**src/rtl/fetch_pkg.sv**
```systemverilog
// ============================================================================
// fetch_pkg : shared constants and types for the instruction fetch stage
// Rev 1.0
// ============================================================================
`timescale 1ns/1ps
`default_nettype none

package fetch_pkg;

  localparam logic [31:0] NOP_INSTR        = 32'h0000_0013;
  localparam int          FETCH_FIFO_DEPTH = 2;
  localparam int          FETCH_CNT_W      = $clog2(FETCH_FIFO_DEPTH + 1);

  typedef enum logic [1:0] {
    BOOT = 2'd0,
    RUN  = 2'd1,
    DROP = 2'd2
  } fetch_state_t;

  typedef struct packed {
    logic [31:0] instr;
    logic [31:0] pc;
  } fetch_entry_t;

endpackage

`default_nettype wire

```
**src/rtl/fetch_fifo.sv**
```systemverilog
// ============================================================================
// fetch_fifo : small in-order FIFO with flush, used for responses and issued PCs
// Rev 1.0
// ============================================================================
`timescale 1ns/1ps
`default_nettype none

module fetch_fifo
  import fetch_pkg::*;
#(
  parameter int WIDTH = 64,
  parameter int DEPTH = FETCH_FIFO_DEPTH
) (
  input  logic                           clk,
  input  logic                           rst,
  input  logic                           flush,
  input  logic                           push,
  input  logic [WIDTH-1:0]               push_data,
  input  logic                           pop,
  output logic [WIDTH-1:0]               head,
  output logic [$clog2(DEPTH+1)-1:0]     count
);

  localparam int AW = (DEPTH > 1) ? $clog2(DEPTH) : 1;
  localparam int CW = $clog2(DEPTH + 1);

  logic [WIDTH-1:0] mem [DEPTH];
  logic [AW-1:0]    rd_ptr;
  logic [AW-1:0]    wr_ptr;
  logic             do_push;
  logic             do_pop;

  // A push into a full FIFO is only legal when a pop frees a slot that cycle
  assign do_pop  = pop && (count != '0);
  assign do_push = push && ((count != CW'(DEPTH)) || do_pop);
  assign head    = mem[rd_ptr];

  always_ff @(posedge clk) begin
    if (rst || flush) begin
      rd_ptr <= '0;
      wr_ptr <= '0;
      count  <= '0;
    end else begin
      if (do_push)
        wr_ptr <= (wr_ptr == AW'(DEPTH - 1)) ? '0 : wr_ptr + AW'(1);
      if (do_pop)
        rd_ptr <= (rd_ptr == AW'(DEPTH - 1)) ? '0 : rd_ptr + AW'(1);
      count <= count + CW'(do_push) - CW'(do_pop);
    end
  end

  always_ff @(posedge clk) begin
    if (do_push && !(rst || flush))
      mem[wr_ptr] <= push_data;
  end

endmodule

`default_nettype wire

```
**src/rtl/fetch_stage.sv**
```systemverilog
// ============================================================================
// fetch_stage : credit-based instruction fetch with redirect drop and IF/ID reg
// Optional FETCH_PERF_CNT_EN adds stall/flush counters. Rev 1.0
// ============================================================================
`timescale 1ns/1ps
`default_nettype none

module fetch_stage
  import fetch_pkg::*;
#(
  parameter logic [31:0] RESET_PC = 32'h0000_0000
) (
  input  logic        clk,
  input  logic        rst,
  input  logic        StallF,
  input  logic        StallD,
  input  logic        FlushD,
  input  logic        PCSrcE,
  input  logic [31:0] PCTargetE,
  output logic        imem_req,
  output logic [31:0] imem_addr,
  input  logic        imem_ready,
  input  logic        imem_rvalid,
  input  logic [31:0] imem_rdata,
  output logic [31:0] InstrD,
  output logic [31:0] PCD,
  output logic [31:0] PCPlus4D,
  output logic        ValidD
`ifdef FETCH_PERF_CNT_EN
  ,
  output logic [31:0] FetchStallCnt,
  output logic [31:0] FetchFlushCnt
`endif
);

  fetch_state_t           state;
  fetch_state_t           state_next;
  logic [31:0]            pcf;
  logic [FETCH_CNT_W-1:0] drop_cnt;
  logic [FETCH_CNT_W-1:0] drop_next;
  logic [FETCH_CNT_W-1:0] out_cnt;
  logic [FETCH_CNT_W-1:0] fifo_cnt;
  logic [31:0]            issued_pc;
  logic                   credit_ok;
  logic                   accept;
  logic                   resp_keep;
  logic                   resp_drop;
  logic                   fifo_empty;
  logic                   can_load;
  logic                   rf_push;
  logic                   rf_pop;
  fetch_entry_t           incoming;
  fetch_entry_t           fifo_head;
  fetch_entry_t           load_entry;

  assign credit_ok  = ({1'b0, out_cnt} + {1'b0, fifo_cnt}) < (FETCH_CNT_W+1)'(FETCH_FIFO_DEPTH);
  assign accept     = imem_req && imem_ready;
  assign resp_keep  = imem_rvalid && !PCSrcE && (drop_cnt == '0);
  assign resp_drop  = imem_rvalid && !resp_keep;
  assign fifo_empty = (fifo_cnt == '0);
  assign incoming   = '{instr: imem_rdata, pc: issued_pc};

  // With an empty FIFO the arriving response bypasses straight into IF/ID
  assign load_entry = fifo_empty ? incoming : fifo_head;
  assign can_load   = !PCSrcE && !FlushD && !StallD && (!fifo_empty || resp_keep);
  assign rf_pop     = can_load && !fifo_empty;
  assign rf_push    = resp_keep && !(can_load && fifo_empty);

  // Issued-address queue: one entry per request still awaiting its response
  fetch_fifo #(.WIDTH(32), .DEPTH(FETCH_FIFO_DEPTH)) u_addr_q (
    .clk       (clk),
    .rst       (rst),
    .flush     (1'b0),
    .push      (accept),
    .push_data (pcf),
    .pop       (imem_rvalid),
    .head      (issued_pc),
    .count     (out_cnt)
  );

  fetch_fifo #(.WIDTH($bits(fetch_entry_t)), .DEPTH(FETCH_FIFO_DEPTH)) u_resp_fifo (
    .clk       (clk),
    .rst       (rst),
    .flush     (PCSrcE),
    .push      (rf_push),
    .push_data (incoming),
    .pop       (rf_pop),
    .head      (fifo_head),
    .count     (fifo_cnt)
  );

  always_comb begin
    drop_next = drop_cnt;
    if (PCSrcE)
      drop_next = out_cnt - FETCH_CNT_W'(imem_rvalid);
    else if (resp_drop)
      drop_next = drop_cnt - FETCH_CNT_W'(1);
  end

  always_ff @(posedge clk) begin
    if (rst) begin
      state    <= BOOT;
      drop_cnt <= '0;
      pcf      <= RESET_PC;
    end else begin
      state    <= state_next;
      drop_cnt <= drop_next;
      if (PCSrcE)
        pcf <= PCTargetE;
      else if (accept)
        pcf <= pcf + 32'd4;
    end
  end

  always_comb begin
    state_next = state;
    case (state)
      BOOT:    state_next = RUN;
      RUN:     if (PCSrcE && (drop_next != '0)) state_next = DROP;
      DROP:    state_next = (drop_next == '0) ? RUN : DROP;
      default: state_next = BOOT;
    endcase
  end

  always_comb begin
    imem_req  = !rst && !StallF && !PCSrcE && (state != BOOT) && credit_ok;
    imem_addr = pcf;
  end

  always_ff @(posedge clk) begin
    if (rst || PCSrcE || FlushD) begin
      InstrD   <= NOP_INSTR;
      PCD      <= '0;
      PCPlus4D <= '0;
      ValidD   <= 1'b0;
    end else if (!StallD) begin
      if (can_load) begin
        InstrD   <= load_entry.instr;
        PCD      <= load_entry.pc;
        PCPlus4D <= load_entry.pc + 32'd4;
        ValidD   <= 1'b1;
      end else begin
        InstrD   <= NOP_INSTR;
        PCD      <= '0;
        PCPlus4D <= '0;
        ValidD   <= 1'b0;
      end
    end
  end

`ifdef FETCH_PERF_CNT_EN
  always_ff @(posedge clk) begin
    if (rst) begin
      FetchStallCnt <= '0;
      FetchFlushCnt <= '0;
    end else begin
      FetchStallCnt <= FetchStallCnt + 32'(StallF);
      FetchFlushCnt <= FetchFlushCnt + 32'(resp_drop) + (PCSrcE ? 32'(fifo_cnt) : 32'd0);
    end
  end
`endif

endmodule

`default_nettype wire
```
**config.mk**
```make
export PLATFORM = sky130hd
export DESIGN_NAME = fetch_stage
export DESIGN_NICKNAME = d
export VERILOG_FILES = /design/src/rtl/fetch_pkg.sv /design/src/rtl/fetch_fifo.sv /design/src/rtl/fetch_stage.sv
export SDC_FILE = /design/constraint.sdc
export NUM_CORES = 1
export LEC_CHECK = 0
export BUFFER_PORTS_ARGS = -buffer_cell sky130_fd_sc_hd__buf_2
export CORE_ASPECT_RATIO = 1.4
export CORE_MARGIN = 5
export CORE_UTILIZATION = 35
export CTS_BUF_LIST = sky130_fd_sc_hd__clkbuf_4 sky130_fd_sc_hd__clkbuf_8 sky130_fd_sc_hd__clkbuf_16
export DETAILED_ROUTE_END_ITERATION = 16
export MAX_ROUTING_LAYER = met4
export SLEW_MARGIN = 20
export SYNTH_ARGS = -nofsm -noshare
export SYNTH_HDL_FRONTEND = slang
export SYNTH_HIERARCHICAL = 1
export SYNTH_SLANG_ARGS = --single-unit
```
**constraint.sdc**
```tcl
create_clock -name clk -period 12.89 [get_ports clk]
set_input_delay 1.289 -clock clk [delete_from_list [all_inputs] [get_ports clk]]
set_output_delay 1.289 -clock clk [all_outputs]
set_load 0.005 [all_outputs]
```
==> results.sh, run 1 <==
export IMPL_post_route_util_pct=41.6
export IMPL_ys_async_sr_fraction_pct=0
export IMPL_crit_path_start_kind="input pin"
export IMPL_synth_edf_count=192
export IMPL_grt_setup_unrepaired="no"
export IMPL_layout_drive_gt1_share_pct=30.1
export IMPL_vias=10200
export IMPL_num_io_pins=202
export IMPL_overflow=0
export IMPL_synthDistinctLibCells=73
export IMPL_p_int_mw=1.76
export IMPL_core_area_um2=41300
export IMPL_slowest_stage="clkinv_1"
export IMPL_rows=88
export IMPL_worstPathRequired_ns=13.27
export IMPL_final_common_cell="buf_2"
export IMPL_grt_pass1_vias=9980
export IMPL_cts_setup_buffers=0
export IMPL_finalClockSkew_ns=0.0129
export IMPL_routed_via_density=5.32
export IMPL_syn_inst=1164
export IMPL_drtIter0Drc=782
export IMPL_p_leak_nw=6.41
export IMPL_hp_class="register to register"
export IMPL_min_period_over_period_pct=35.7
export IMPL_grt_max_degree=80
export IMPL_final_hold_violation_count=0
export IMPL_yosys_top_cells_area="edfxtp_1 39%, dfxtp_1 19%, mux2_4 9.3%"
export IMPL_cts_buffer_depth=3
export IMPL_crit_arrival_ns=4.97
export IMPL_synth_top_area_share_pct=39.5
export IMPL_die_h_um=252
export IMPL_ir_drop_mv=0.0919
export IMPL_grt_usage_pct=15.8
export IMPL_yosysWarnings=6
export IMPL_hold_buffers=0
export IMPL_tns_ns=0
export IMPL_synth_seq_cells=333
export IMPL_cts_tree="done"
export IMPL_n_antenna_cell=0
export IMPL_routed_wl_um=36700
export IMPL_drv_slew=0
export IMPL_cts_sinks=333
export IMPL_final_cell_mix="201 x buf_2, 192 x edfxtp_1, 139 x dfxtp_1"
export IMPL_synthesis_area_um2=14600
export IMPL_outcome="completed"
export IMPL_cp_max_fo=79
export IMPL_criticalPathCategory="input pin to register"
export IMPL_cts_buffers=34
export IMPL_nFillCells=3906
export IMPL_relSlewSlack_pct=25.5
export IMPL_power_frac_seq_pct=51.3
export IMPL_grt_use_met2_pct=25.6
export IMPL_die_area_um2=46000
export IMPL_root_buffer="clkbuf_16"
export IMPL_hpwl_um=25500
export IMPL_worst_pin_slew_ns=1.11
export IMPL_seq_area_frac_synth_pct=58.8
export IMPL_switching_share_pct=21.4
export IMPL_ant_nets=0
export IMPL_met1_usage_pct=20.5
export IMPL_top_usage_layer="met2"
export IMPL_dpl_worst_slack_ns=7.59
export IMPL_cts_resized=0
export IMPL_die_x_um=183
export IMPL_grt_pass1_wl_um=57100
export IMPL_comb_power_share_pct=4.5
export IMPL_timing_final_ws_setup_ns=8.29
export IMPL_drt_pass1_iterations=6
export IMPL_cp_end_kind="register"
export IMPL_period_needed_ns=4.60
export IMPL_clk_latency_ns=0.52
export IMPL_antenna_found_initial=0
export IMPL_maxCapViolations=0
export IMPL_yosysTopAreaCell="edfxtp_1"
export IMPL_syn_to_final_growth_pct=17.8
export IMPL_routedWlPerCell_um=19.1
export IMPL_powerDensity_nw_per_um2=130
export IMPL_drc=0
export IMPL_final_net_count=1431
export IMPL_clkPwrFrac_pct=44.2
export IMPL_cpPeakStageDelay_ns=0.88
export IMPL_port_buffers=201
export IMPL_max_freq_ghz=0.217
export IMPL_avgSynthCellArea_um2=12.5
export IMPL_ctsHtreeMaxLevel=2
export IMPL_clkTransAtPathRegs_ns=0.06
export IMPL_initial_utilization_pct=35.4
export IMPL_ys_flop_type="edfxtp_1"
export IMPL_gp_congestion=0.831
export IMPL_switching_power_mw=0.479
export IMPL_cp_cell_sequence="buf_2 > buf_4 > nor3_1 > nand2_1 > clkinv_1 > o31ai_4 > ha_1 > inv_1 > ha_1 > xnor2_1 > xnor2_1 > nor3_1"
export IMPL_setup_viol=0
export IMPL_grtUsageMet3_pct=2.37
## power by group through the flow
stage	clock network (mW)	registers [mW]	logic, mW
6_report	0.991	1.15	0.101
5_1_grt	1.06	1.15	0.111
4_1_cts	1.02	1.15	0.102
3_5_place_dp	0	1.17	0.101
3_3_place_gp	0	1.17	0.0996
2_1_floorplan	0	1.17	0.0572
## final timing paths
check                       start  slack [ns]                     end  cells after the start
max reg2reg  u_resp_fifo/count[0]        8.54  u_resp_fifo/mem[0][58]                      7
min reg2reg          PCPlus4D[27]        0.45            PCPlus4D[27]                      2
max                        StallD        8.29    u_resp_fifo/count[1]                     12
min                  PCPlus4D[27]        0.45            PCPlus4D[27]                      2
## metrics by stage
step           hold WS [ns]  std cells  cell area [um^2]  power, mW
6_report              0.453       1916             17200       2.24
5_1_grt               0.489       1916             17200       2.33
4_1_cts               0.459       1916             17200       2.27
3_5_place_dp          0.447       1854             16000       1.27
3_3_place_gp          0.442       1854             16000       1.27
2_1_floorplan         0.442       1169             14600       1.23
## sequential cells by signal, indices dropped and copies added (netlist names), named ones only
signal and cells:
u_resp_fifo/mem 128, u_addr_q/mem 64, InstrD 32, PCD 32
imem_addr 32, PCPlus4D 30, drop_cnt 2, state 2
u_addr_q/count 2, u_resp_fifo/count 2, ValidD 1, u_addr_q/rd_ptr 1
u_addr_q/wr_ptr 1, u_resp_fifo/rd_ptr 1, u_resp_fifo/wr_ptr 1
## cell families (layout without fill, tap and decap cells)
| group | Yosys count | in the layout | synth area share [%] |
|---|---|---|---|
| XOR/XNOR | 24 | 24 | 1.44 |
| adder cells (fa/ha/maj) | 9 | 9 | 0.823 |
| AND/OR/NAND/NOR | 349 | 349 | 12.2 |
| buffers and inverters | 97 | 304 | 3.62 |
| AO/OA/AOI/OAI | 234 | 234 | 11.8 |
| flip-flops | 333 | 333 | 58.8 |
| other | 1 | 6 | 0.0257 |
| multiplexers | 117 | 117 | 11.3 |
## per-layer routing
metal | share of wire, % | wire length [um]
met1 | 44 | 16000
met4 | 2.9 | 1080
met3 | 5.0 | 1850
met2 | 48 | 17700
met5 | 0 | 0
## synth_stat cells (all sizes together) (8+ instances only)
cell type and n:
nor2 103, buf 29, ha 8, xor2 14, and3 17, dfxtp 141, a21oi 33, o21ai 40
a222oi 34, xnor2 10, a22oi 40, mux2i 9, and2 13, edfxtp 192, nand4 26, nor3 14
inv 18, clkbuf 49, nand3 24, a31oi 17, or3 10, mux2 108, o211ai 17, nand2 87
a32o 9
## worst max-delay path: cells and delay by family
family	cells	cell delay, ns
buffers and inverters	4	1.64
AND/OR/NAND/NOR	3	0.51
AO/OA/AOI/OAI	1	0.71
adder cells (fa/ha/maj)	2	0.46
XOR/XNOR	2	0.32
## cell type report
class	instances	area (um^2)	share of cell area, %
repair buffers	223	1170	6.81
clock buffers	48	1000	5.84
multi-input cells	739	5530	32.2
inverters	19	71.3	0.415
flip-flops and latches	333	8590	50.0
well taps	540	676	3.93
clock inverters	14	145	0.844
(Power assumes the default switching activity.)
==> inputs of run 2 (changes only) <==
==> constraint.sdc (replaced) <==
create_clock -name clk -period 4.3 [get_ports clk]
set_input_delay 0.43 -clock clk [delete_from_list [all_inputs] [get_ports clk]]
set_output_delay 0.43 -clock clk [all_outputs]
set_load 0.005 [all_outputs]
==> results.sh, run 2 (synthesis gave the netlist of run 1 again) <==
export IMPL_clk_latency_ns=0.52
export IMPL_period_needed_ns=3.18
export IMPL_p_leak_nw=6.51
export IMPL_cts_buffers=36
export IMPL_cts_tree="done"
export IMPL_cts_sinks=333
export IMPL_root_buffer="clkbuf_16"
export IMPL_switching_share_pct=21.5
export IMPL_final_cell_mix="201 x buf_2, 192 x edfxtp_1, 137 x dfxtp_1"
export IMPL_power_frac_seq_pct=50.1
export IMPL_max_freq_ghz=0.315
export IMPL_port_buffers=201
export IMPL_cts_resized=0
export IMPL_min_period_over_period_pct=73.9
export IMPL_tns_ns=0
export IMPL_comb_power_share_pct=4.4
export IMPL_setup_viol=0
export IMPL_die_h_um=252
export IMPL_ctsHtreeMaxLevel=2
export IMPL_layout_drive_gt1_share_pct=30.8
export IMPL_drt_pass1_iterations=5
export IMPL_power_mw=6.89
export IMPL_grt_pass1_vias=10100
export IMPL_grt_max_degree=79
export IMPL_final_hold_violation_count=0
export IMPL_largest_reg_flops=128
export IMPL_ir_drop_mv=0.266
export IMPL_antenna_found_initial=1
export IMPL_crit_arrival_ns=3.61
export IMPL_maxCapViolations=0
export IMPL_cts_setup_buffers=0
export IMPL_num_io_pins=202
export IMPL_overflow=0
export IMPL_p_int_mw=5.41
export IMPL_multi_input_area_um2=5550
export IMPL_cp_max_fo=41
export IMPL_worstPathRequired_ns=4.73
export IMPL_vias=10200
export IMPL_final_net_count=1438
export IMPL_finalClockSkew_ns=0.0209
export IMPL_die_x_um=183
export IMPL_core_area_um2=41300
export IMPL_reg_largest_list="u_resp_fifo/mem (128), u_addr_q/mem (64)"
export IMPL_hold_buffers=0
export IMPL_layout_cells_non_filler=1925
export IMPL_ant_nets=0
export IMPL_worst_pin_slew_ns=0.880
export IMPL_criticalPathCategory="register to register"
export IMPL_grt_pass1_wl_um=58200
export IMPL_switching_power_mw=1.48
export IMPL_place_inst=1859
export IMPL_n_antenna_cell=0
export IMPL_grt_setup_unrepaired="no"
export IMPL_outcome="completed"
export IMPL_hpwl_um=25800
export IMPL_grt_usage_pct=16.1
export IMPL_cts_buffer_depth=3
export IMPL_drv_slew=0
export IMPL_routed_via_density=5.30
export IMPL_hp_class="input pin to register"
export IMPL_largest_register="u_resp_fifo/mem"
export IMPL_routed_wl_um=36900
export IMPL_clkTransAtPathRegs_ns=0.06
export IMPL_drtIter0Drc=844
export IMPL_final_common_cell="buf_2"
export IMPL_rows=88
export IMPL_seq_area_um2=8600
export IMPL_drc=0
export IMPL_syn_to_final_growth_pct=18.7
export IMPL_initial_utilization_pct=35.4
export IMPL_powerDensity_nw_per_um2=397
export IMPL_clkPwrFrac_pct=45.5
export IMPL_cp_end_kind="register"
export IMPL_nFillCells=3907
export IMPL_relSlewSlack_pct=41.3
export IMPL_die_area_um2=46000
export IMPL_gp_congestion=0.840
export IMPL_routedWlPerCell_um=19.2
export IMPL_crit_path_start_kind="register"
==> run 2: worst paths after layout <==
| path | start | end | slack (ns) | cells past startpoint |
|---|---|---|---|---|
| worst max-delay path | u_resp_fifo/count[1] | imem_addr[19] | 1.12 | 7 |
| worst min-delay path | imem_rdata[28] | u_resp_fifo/mem[1][60] | 0.11 | 1 |
| worst max register to register | u_resp_fifo/count[1] | imem_addr[19] | 1.12 | 7 |
| worst min register to register | PCPlus4D[29] | PCPlus4D[29] | 0.45 | 2 |
==> run 2: stage by stage <==
stage	area, um^2	worst slack [ns]	util, %	hold slack [ns]
final	17300	1.12	42.0	0.110
after global routing	17300	0.859	42.0	0.0895
after CTS	17300	1.11	42.0	0.0844
after detailed placement	16100	1.15	39.0	0.451
after global placement	16100	1.20	39.0	0.438
after floorplan	14700	0.0128	-	0.448
==> run 2: power groups by stage <==
| stage | registers (mW) | logic (mW) | clock network, mW |
|---|---|---|---|
| 2_1_floorplan | 3.50 | 0.174 | 0 |
| 3_3_place_gp | 3.51 | 0.300 | 0 |
| 3_5_place_dp | 3.52 | 0.305 | 0 |
| 4_1_cts | 3.45 | 0.306 | 3.21 |
| 5_1_grt | 3.45 | 0.335 | 3.35 |
| 6_report | 3.45 | 0.304 | 3.13 |
==> run 2: layout make-up <==
type | instances | area share [%]
clock inverter | 12 | 0.722
tap | 540 | 3.90
sequential | 333 | 49.6
multi-input combinational | 739 | 32.0
inverter | 19 | 0.411
timing repair buffer | 228 | 7.05
clock buffer | 54 | 6.29
==> run 2: per-layer routing <==
layer  vias up  routed length (um)  track usage, %
met3        71                1980            2.73
met2       334               17800            25.9
met4         0                1020            5.04
li1       4836                   -               -
met5         -                   0               -
met1      4958               16100            20.8
==> run 2: critical path, stage by stage, from the launching register on <==
cell and delay (ns):
dfxtp_2 0.80, fa_1 0.55, nor4_1 0.33, nand3_1 0.17, buf_4 0.26, or3_1 0.47
or3_1 0.34, a31oi_1 0.16
